--- src/rtl/imem_loader.sv ---
// Boot-time instruction-memory loader: parses a length-prefixed byte frame, writes
// big-endian words to consecutive addresses and releases the core on a good checksum.
module imem_loader #(
    parameter int WL = 32,
    parameter int AW = 8
) (
    input  logic          CLK,
    input  logic          RST,
    input  logic          start,
    input  logic [7:0]    in_data,
    input  logic          in_valid,
    output logic          in_ready,
    output logic          im_we,
    output logic [AW-1:0] im_addr,
    output logic [WL-1:0] im_wdata,
    output logic          cpu_rst_n,
    output logic          busy,
    output logic          done,
    output logic          err
);

    localparam logic [2:0] S_IDLE   = 3'd0;
    localparam logic [2:0] S_LEN_HI = 3'd1;
    localparam logic [2:0] S_LEN_LO = 3'd2;
    localparam logic [2:0] S_DATA   = 3'd3;
    localparam logic [2:0] S_CSUM   = 3'd4;
    localparam logic [2:0] S_DONE   = 3'd5;
    localparam logic [2:0] S_ERR    = 3'd6;

    localparam int unsigned DEPTH = 1 << AW;

    logic [2:0]    state;
    logic [7:0]    len_hi;
    logic [16:0]   remaining;
    logic [AW:0]   word_addr;
    logic [1:0]    byte_cnt;
    logic [WL-9:0] asm_word;
    logic [7:0]    xor_acc;
    logic [15:0]   len_word;
    logic          xfer;

    assign in_ready = (state == S_LEN_HI) || (state == S_LEN_LO) ||
                      (state == S_DATA)   || (state == S_CSUM);
    assign xfer     = in_valid && in_ready;
    assign len_word = {len_hi, in_data};

    always_ff @(posedge CLK or negedge RST) begin
        if (!RST) begin
            state     <= S_IDLE;
            len_hi    <= '0;
            remaining <= '0;
            word_addr <= '0;
            byte_cnt  <= '0;
            asm_word  <= '0;
            xor_acc   <= '0;
            im_we     <= 1'b0;
            im_addr   <= '0;
            im_wdata  <= '0;
            cpu_rst_n <= 1'b0;
            busy      <= 1'b0;
            done      <= 1'b0;
            err       <= 1'b0;
        end else begin
            im_we <= 1'b0;
            case (state)
                S_IDLE, S_DONE, S_ERR: begin
                    if (start) begin
                        state     <= S_LEN_HI;
                        done      <= 1'b0;
                        err       <= 1'b0;
                        busy      <= 1'b1;
                        cpu_rst_n <= 1'b0;
                        xor_acc   <= '0;
                        word_addr <= '0;
                        byte_cnt  <= '0;
                    end
                end
                S_LEN_HI: begin
                    if (xfer) begin
                        len_hi <= in_data;
                        state  <= S_LEN_LO;
                    end
                end
                S_LEN_LO: begin
                    if (xfer) begin
                        remaining <= {1'b0, len_word};
                        if (32'(len_word) > DEPTH) begin
                            state <= S_ERR;
                            err   <= 1'b1;
                            busy  <= 1'b0;
                        end else if (len_word == 16'd0) begin
                            state <= S_CSUM;
                        end else begin
                            state <= S_DATA;
                        end
                    end
                end
                S_DATA: begin
                    if (xfer) begin
                        asm_word <= {asm_word[WL-17:0], in_data};
                        xor_acc  <= xor_acc ^ in_data;
                        byte_cnt <= byte_cnt + 2'd1;
                        if (byte_cnt == 2'd3) begin
                            // Address overflow cannot occur for a length that passed the
                            // LEN_LO check; treat it as a hard failure rather than wrap.
                            if (word_addr[AW]) begin
                                state <= S_ERR;
                                err   <= 1'b1;
                                busy  <= 1'b0;
                            end else begin
                                im_we     <= 1'b1;
                                im_addr   <= word_addr[AW-1:0];
                                im_wdata  <= {asm_word, in_data};
                                word_addr <= word_addr + 1'b1;
                                remaining <= remaining - 17'd1;
                                if (remaining == 17'd1) begin
                                    state <= S_CSUM;
                                end
                            end
                        end
                    end
                end
                S_CSUM: begin
                    if (xfer) begin
                        busy <= 1'b0;
                        if (in_data == xor_acc) begin
                            state     <= S_DONE;
                            done      <= 1'b1;
                            cpu_rst_n <= 1'b1;
                        end else begin
                            state <= S_ERR;
                            err   <= 1'b1;
                        end
                    end
                end
                default: state <= S_IDLE;
            endcase
        end
    end

endmodule

--- config.mk ---
export PLATFORM = sky130hd
export DESIGN_NAME = imem_loader
export DESIGN_NICKNAME = d
export VERILOG_FILES = /design/src/rtl/imem_loader.sv
export SDC_FILE = /design/constraint.sdc
export NUM_CORES = 1
export LEC_CHECK = 0
export BUFFER_PORTS_ARGS = -buffer_cell sky130_fd_sc_hd__buf_2
export CORE_MARGIN = 8
export CORE_UTILIZATION = 40
export DETAILED_ROUTE_END_ITERATION = 16
export PLACE_DENSITY_LB_ADDON = 0.3
export SLEW_MARGIN = 20
export SYNTH_ARGS = -nofsm -noshare
export SYNTH_HDL_FRONTEND = slang
export SYNTH_SLANG_ARGS = --single-unit
--- constraint.sdc ---
create_clock -name CLK -period 4.5 [get_ports CLK]
set_input_delay 0.225 -clock CLK [delete_from_list [all_inputs] [get_ports CLK]]
set_output_delay 0.225 -clock CLK [all_outputs]
set_load 0.005 [all_outputs]
==> results of run 1 <==
-- registers in the layout, summed over array words and instances, names as in the netlist --
| signal | count |
|---|---|
| asm_word | 24 |
| byte_cnt | 2 |
| im_we | 1 |
| err | 1 |
| busy | 1 |
| im_addr | 8 |
| done | 1 |
| word_addr | 9 |
| remaining | 17 |
| im_wdata | 32 |
| len_hi | 8 |
| xor_acc | 8 |
| state | 3 |
-- worst register-to-register path, stage by stage, from the launching register on --
cell and delay [ns]:
dfrtp_1 0.64, nand4bb_1 0.42, or2_1 0.37, inv_2 0.58, a21oi_1 0.27, o21ai_0 0.22, o21ai_0 0.12
-- layer usage --
metal | up-vias | track usage
li1 | 2129 | -
met1 | 2138 | 0.2036
met2 | 114 | 0.2348
met3 | 20 | 0.05488
met4 | 0 | 0.06190
met5 | - | 0
-- cells by family (layout without fill, tap and decap cells) --
| logic type | after synthesis | count (layout) | share of synthesized area |
|---|---|---|---|
| buffers and inverters | 45 | 105 | 0.03486 |
| AO/OA/AOI/OAI | 114 | 114 | 0.1287 |
| multiplexers | 10 | 10 | 0.02082 |
| AND/OR/NAND/NOR | 301 | 301 | 0.2485 |
| flip-flops | 115 | 115 | 0.5381 |
| XOR/XNOR | 12 | 12 | 0.01965 |
| adder cells (fa/ha/maj) | 4 | 4 | 0.009359 |
-- report_power, final --
group	leakage, nW	internal (mW)	switching (mW)	total, mW
Combinational	1.37	0.423	0.557	0.980
Clock	0.291	0.885	0.476	1.36
Sequential	1.52	1.30	0.277	1.58
Total	3.18	2.61	1.31	3.92
-- area by class of cell --
type / count / share of cell area
clock buffers: 20 / 0.07008
repair buffers: 64 / 0.05497
multi-input cells: 441 / 0.3592
inverters: 9 / 0.005300
well taps: 176 / 0.03455
flip-flops and latches: 115 / 0.4515
clock inverters: 12 / 0.02434
-- Yosys cell counts (2+ instances only) --
library cell,instances
o211ai_1,2
o31ai_1,3
o31a_1,2
a22oi_1,4
clkbuf_1,26
or4_4,3
nor4_1,6
o32ai_1,3
xnor2_1,12
nor4_4,2
ha_1,4
buf_4,2
and3_1,3
nor3_1,9
nor2_1,29
nand3b_1,4
a31oi_1,6
nand3_1,6
a311oi_1,2
mux2_2,9
nand2b_1,3
nand2_1,218
a21oi_1,25
o21ai_0,49
a2bb2oi_1,4
inv_1,7
buf_2,8
dfrtp_1,115
inv_2,2
o22ai_1,3
nor2b_1,3
nor3b_2,2
nand4_1,4
-- timing repair --
action	in CTS	in global routing
resized for setup	0	0
endpoints found under the hold margin	0	79
hold buffers	0	1
-- cells in the final DEF (no fill, tap or decap), types with 4 or more instances in the layout --
| cell type | n |
|---|---|
| ha_1 | 4 |
| a21oi_1 | 25 |
| a2bb2oi_1 | 4 |
| nor3_1 | 9 |
| buf_4 | 5 |
| a31oi_1 | 6 |
| clkbuf_16 | 17 |
| mux2_2 | 9 |
| a22oi_1 | 4 |
| nand3_1 | 6 |
| dfrtp_1 | 115 |
| buf_2 | 56 |
| nor2_1 | 29 |
| nor4_1 | 6 |
| inv_1 | 7 |
| o21ai_0 | 49 |
| nand2_1 | 218 |
| xnor2_1 | 12 |
| nand3b_1 | 4 |
| nand4_1 | 4 |
-- per-stage QoR --
| step | cells | setup slack [ns] | utilization |
|---|---|---|---|
| 5_1_grt | 837 | 1.463 | 0.4851 |
| 3_5_place_dp | 803 | 1.797 | 0.4374 |
| 6_report | 837 | 1.770 | 0.4851 |
| 3_3_place_gp | 803 | 1.948 | 0.4374 |
| 4_1_cts | 835 | 1.791 | 0.4832 |
| 2_1_floorplan | 601 | 2.624 | - |
-- final timing paths --
kind	endpoint	slack [ns]	startpoint
setup / recovery	word_addr[5]$_DFFE_PN0P_	1.77	state[1]$_DFFE_PN0P_
hold / removal	im_wdata[6]$_DFFE_PN0P_	0.13	in_data[6]
setup reg to reg	word_addr[5]$_DFFE_PN0P_	1.77	state[1]$_DFFE_PN0P_
hold reg to reg	im_wdata[23]$_DFFE_PN0P_	0.47	im_wdata[23]$_DFFE_PN0P_
max in group asynchronous	im_wdata[9]$_DFFE_PN0P_	3.16	RST
min in group asynchronous	im_addr[3]$_DFFE_PN0P_	0.41	RST
==> impl_metrics.env, run 1 <==
export IMPL_dieArea_um2=17330
export IMPL_worst_pin_slew_ns=1.001
export IMPL_cts_tree="done"
export IMPL_fillers=1248
export IMPL_synth_cell_types=54
export IMPL_regArea_um2=2878
export IMPL_clock_latency_ns=0.42
export IMPL_cp_required_ns=4.79
export IMPL_place_area_um2=5747
export IMPL_syn_inst=601
export IMPL_synth_edf_count=0
export IMPL_nets=664
export IMPL_drc_errors=0
export IMPL_yosysSeqAreaShare=0.5381
export IMPL_start_util=0.4070
export IMPL_die_h_um=131.6
export IMPL_vias_per_cell=5.258
export IMPL_fin_skew_ns=0.007559
export IMPL_ys_ff_latch=115
export IMPL_place_congestion=0.8700
export IMPL_hold_depth=3
export IMPL_period_minus_slack_ns=2.730
export IMPL_crit_top_cell="o21ai_0"
export IMPL_design_area_um2=6374
export IMPL_r2r_cells=6
export IMPL_cts_htree_levels=4
export IMPL_cts_root_buf="clkbuf_16"
export IMPL_max_stage_delay_ns=0.64
export IMPL_setup_viol=0
export IMPL_core_um2=13140
export IMPL_dpl_hpwl_um=8454
export IMPL_cts_made_buffers=17
export IMPL_path_depth=6
export IMPL_yosysTopAreaCellShare=0.5381
export IMPL_crit_buf_inv=1
export IMPL_wire_per_inst_um=15.49
export IMPL_dieWidth_um=131.6
export IMPL_peakVddDrop_mv=0.3087
export IMPL_power_leakage_nw=3.182
export IMPL_io_buffers=57
export IMPL_drv_cap=0
export IMPL_crit_family="simple AND/OR/NAND/NOR gates"
export IMPL_grt_pass1_wl_um=22130
export IMPL_rows=42
export IMPL_clkSlewWorstSetupHoldPaths_ns=0.05
export IMPL_yosys_area_top_type="dfrtp_1"
export IMPL_worstSetupPathType="reg2reg"
export IMPL_totalPowerFinal_mw=3.922
export IMPL_synth_warnings=0
export IMPL_route_met3_wl_um=779
export IMPL_drtPass1Iterations=5
export IMPL_syn_area_per_cell_um2=8.898
export IMPL_syn_area_um2=5348
export IMPL_multi_input_area_um2=2290
export IMPL_clk_path_buf_depth=2
export IMPL_initialDrtViolationCount=346
export IMPL_grt_overflow_total=0
export IMPL_hold_ws_ns=0.1338
export IMPL_slew_headroom=0.3312
export IMPL_via_count=4401
export IMPL_setup_tns_ns=0
export IMPL_clock_fmax_ghz=0.3663
export IMPL_area_delta_synth_final_pct=19.19
export IMPL_cp_start_kind="flip-flop"
export IMPL_final_hold_viol_count=0
export IMPL_critPathCaptureType="flip-flop"
export IMPL_rsz0062_at_grt="no"
export IMPL_slew_violations=0
export IMPL_grt_max_degree=81
export IMPL_totalWireLength_um=12970
export IMPL_antenna_found_initial=0
export IMPL_io_pins=58
export IMPL_synthTopCellsByArea="dfrtp_1, nand2_1, o21ai_0, a21oi_1, nor2_1"
export IMPL_clock_sinks=115
export IMPL_holdCritPathClass="in2reg"
export IMPL_wl_met1_um=6070
export IMPL_first_global_vias=4360
export IMPL_synth_flop_cell="dfrtp_1"
export IMPL_wl_met2_um=5901
export IMPL_status="complete, no violations"
export IMPL_worstPathMaxFanout=48
export IMPL_p_per_area_nw_per_um2=615.3
export IMPL_grt_usage=0.1569
export IMPL_synthArstFlopShare=1.000
export IMPL_arrival_ns=3.02
export IMPL_cp_slowest_cell="dfrtp_1"
export IMPL_num_antenna_cells=0
export IMPL_cp_cell_sequence="nand4bb_1 > or2_1 > inv_2 > a21oi_1 > o21ai_0 > o21ai_0"
export IMPL_post_cts_buffers=0
export IMPL_highest_layer="met4"
export IMPL_syn_num_nets=617
export IMPL_period_share=0.6066
export IMPL_ant_nets=0
export IMPL_drive_above_1_share=0.1740
Note: power is estimated with default switching activity, not from simulation.
==> run 2: changes to the inputs <==
--- a/config.mk
+++ b/config.mk
@@ -5,6 +5,7 @@
 export SDC_FILE = /design/constraint.sdc
 export NUM_CORES = 1
 export LEC_CHECK = 0
+export ABC_AREA = 1
 export BUFFER_PORTS_ARGS = -buffer_cell sky130_fd_sc_hd__buf_2
 export CORE_MARGIN = 8
 export CORE_UTILIZATION = 40
==> constraint.sdc (replaced) <==
create_clock -name CLK -period 2.75 [get_ports CLK]
set_input_delay 0.1375 -clock CLK [delete_from_list [all_inputs] [get_ports CLK]]
set_output_delay 0.1375 -clock CLK [all_outputs]
set_load 0.005 [all_outputs]
==> run 2 against run 1 <==
  * Register-to-register slack got worse by 1.0 ns
  * First-iteration DRC count unchanged
  * Critical path depth increased by 2
  * Clock-buffer cell count decreased by 2
  * Setup slack got worse by 1.0 ns
  * Worst hold slack got worse by 0.076 ns
  * Synthesized cell count increased by 17%
  * Final area increased by 3.4%
  * Sequential share of layout area decreased by 1.5 points
  * Critical path type unchanged
  * Critical endpoint is now im_wdata[2]$_DFFE_PN0P_
==> impl_metrics.env, run 2 <==
export IMPL_status="complete, no violations"
export IMPL_slew_headroom=0.7283
export IMPL_clock_sinks=115
export IMPL_grt_pass1_wl_um=21910
export IMPL_final_hold_viol_count=0
export IMPL_cts_made_buffers=17
export IMPL_synth_most_common_cell="nand2_1"
export IMPL_design_area_um2=6588
export IMPL_clock_fmax_ghz=0.5050
export IMPL_worst_pin_slew_ns=0.4044
export IMPL_ys_ff_latch=115
export IMPL_synth_cell_types=35
export IMPL_largest_reg_flops=32
export IMPL_fin_skew_ns=0.01017
export IMPL_syn_area_um2=5515
export IMPL_num_antenna_cells=0
export IMPL_stdcell_count=955
export IMPL_nets=778
export IMPL_cts_root_buf="clkbuf_16"
export IMPL_place_congestion=0.8728
export IMPL_period_minus_slack_ns=1.980
export IMPL_cp_start_kind="flip-flop"
export IMPL_worstPathMaxFanout=38
export IMPL_yosysTopAreaCellShare=0.5218
export IMPL_timing_rr_start="state[0]$_DFFE_PN0P_"
export IMPL_hp_start="in_data[1]"
export IMPL_slew_violations=0
export IMPL_core_um2=13670
export IMPL_crit_start="state[0]$_DFFE_PN0P_"
export IMPL_period_share=0.7201
export IMPL_syn_num_nets=719
export IMPL_synth_edf_count=0
export IMPL_antenna_found_initial=0
export IMPL_max_flop_register="im_wdata"
export IMPL_grt_max_degree=72
export IMPL_power_leakage_nw=3.332
export IMPL_die_h_um=133.4
export IMPL_grt_usage=0.1534
export IMPL_clock_latency_ns=0.43
export IMPL_rsz0062_at_grt="no"
export IMPL_wire_per_inst_um=13.45
export IMPL_final_common_cell="nand2_1"
export IMPL_dieWidth_um=133.4
export IMPL_cts_tree="done"
export IMPL_rows=43
export IMPL_drtPass1Iterations=5
export IMPL_final_cell_mix="nand2_1, dfrtp_1, o21ai_0, inv_1, nor2_1"
export IMPL_holdCritPathClass="in2reg"
export IMPL_totalWireLength_um=12850
export IMPL_vias_per_cell=4.837
export IMPL_pre_cts_ws_ns=0.7523
export IMPL_syn_area_per_cell_um2=7.845
export IMPL_clk_path_buf_depth=2
export IMPL_setup_viol=0
export IMPL_critPathCaptureType="flip-flop"
export IMPL_fin_util=0.4821
export IMPL_fin_ws_ns=0.7696
export IMPL_synth_common_cells="nand2_1, dfrtp_1, o21ai_0, inv_1, nor2_1"
export IMPL_hold_ws_ns=0.05763
export IMPL_p_per_area_nw_per_um2=1023
export IMPL_synthTopCellsByArea="dfrtp_1, nand2_1, o21ai_0, inv_1, nor2_1"
export IMPL_dpl_hpwl_um=9146
export IMPL_area_delta_synth_final_pct=19.44
export IMPL_yosys_area_top_type="dfrtp_1"
export IMPL_initialDrtViolationCount=346
export IMPL_reg_top3="im_wdata x32, asm_word x24, remaining x17"
export IMPL_io_pins=58
export IMPL_synthArstFlopShare=1.000
export IMPL_synth_flop_cell="dfrtp_1"
export IMPL_via_count=4619
export IMPL_setup_tns_ns=0
export IMPL_worstSetupPathType="reg2reg"
export IMPL_syn_inst=703
export IMPL_peakVddDrop_mv=0.5588
export IMPL_drc_errors=0
export IMPL_ant_nets=0
export IMPL_first_global_vias=4395
export IMPL_drive_above_1_share=0.1445
export IMPL_dp_cells=922
export IMPL_drv_cap=0
export IMPL_start_util=0.4036
export IMPL_synth_warnings=0
export IMPL_yosysSeqAreaShare=0.5218
export IMPL_arrival_ns=2.28
export IMPL_totalPowerFinal_mw=6.736
export IMPL_io_buffers=57
export IMPL_place_area_um2=5961
export IMPL_cts_htree_levels=4
export IMPL_dieArea_um2=17800
export IMPL_grt_overflow_total=0
export IMPL_cp_required_ns=3.05
export IMPL_clkSlewWorstSetupHoldPaths_ns=0.06
-- run 2: changes by cell type after synthesis, moves of 11 or more --
cell	change
o21ai_0	+35
inv_1	+65
o21ai_1	+24
nor2_1	+30
xnor2_1	-12
a21oi_1	-11
nand3_1	+27
clkbuf_1	-18
-- run 2: cells by family after synthesis --
kind of cell               after synthesis  synth area share
AOI/OAI and AO/OA                      132            0.1239
xor gates and xnor gates                 2          0.003177
and+or+nand+nor                        349            0.2643
adders and majority gates                4          0.009075
buffers and inverters                  101           0.07781
DFF                                    115            0.5218
-- run 2: layer usage --
metal	wire, um	GRT usage	vias to the layer above
li1	-	-	2379
met1	6224	0.2002	2130
met2	5788	0.2295	94
met3	678	0.05648	16
met4	153	0.05178	0
met5	0	0	-
-- run 2: power by group --
part	switching (mW)	total (mW)	internal, mW	leakage (nW)
registers	0.322	2.46	2.14	1.54
logic	1.36	2.00	0.639	1.49
clock network	0.821	2.28	1.46	0.301
-- run 2: final cells by class --
cell class              instances  area (um^2)
clock buffers                  18        439.2
clock inverters                14        177.7
fillers                      1348         7078
inverters                      77        291.5
multi-input cells             487         2208
flip-flops and latches        115         2878
well taps                     180        225.2
repair buffers                 64        367.9
-- run 2: final timing paths --
kind,end,slack [ns],cells past startpoint
setup / recovery,im_wdata[2]$_DFFE_PN0P_,0.77,8
hold / removal,remaining[1]$_DFFE_PN0P_,0.06,3
setup reg to reg,im_wdata[2]$_DFFE_PN0P_,0.77,8
hold reg to reg,err$_DFFE_PN0P_,0.47,2
max in group asynchronous,xor_acc[5]$_DFFE_PN0P_,1.93,3
min in group asynchronous,im_wdata[29]$_DFFE_PN0P_,0.14,2
-- run 2: worst max-delay path, cell delays in order, from the launching register on --
cell     delay (ns)
dfrtp_1        0.48
nor2_4         0.15
nand2_1        0.13
inv_1          0.13
or2_1          0.17
nand3_4        0.32
buf_12         0.31
nand2_1        0.07
o21ai_0        0.08
-- run 2: timing repair --
item                      CTS  global route
gates resized for setup     0             0
buffers inserted            0             0
hold endpoints to repair   25             0
hold buffers                1             0
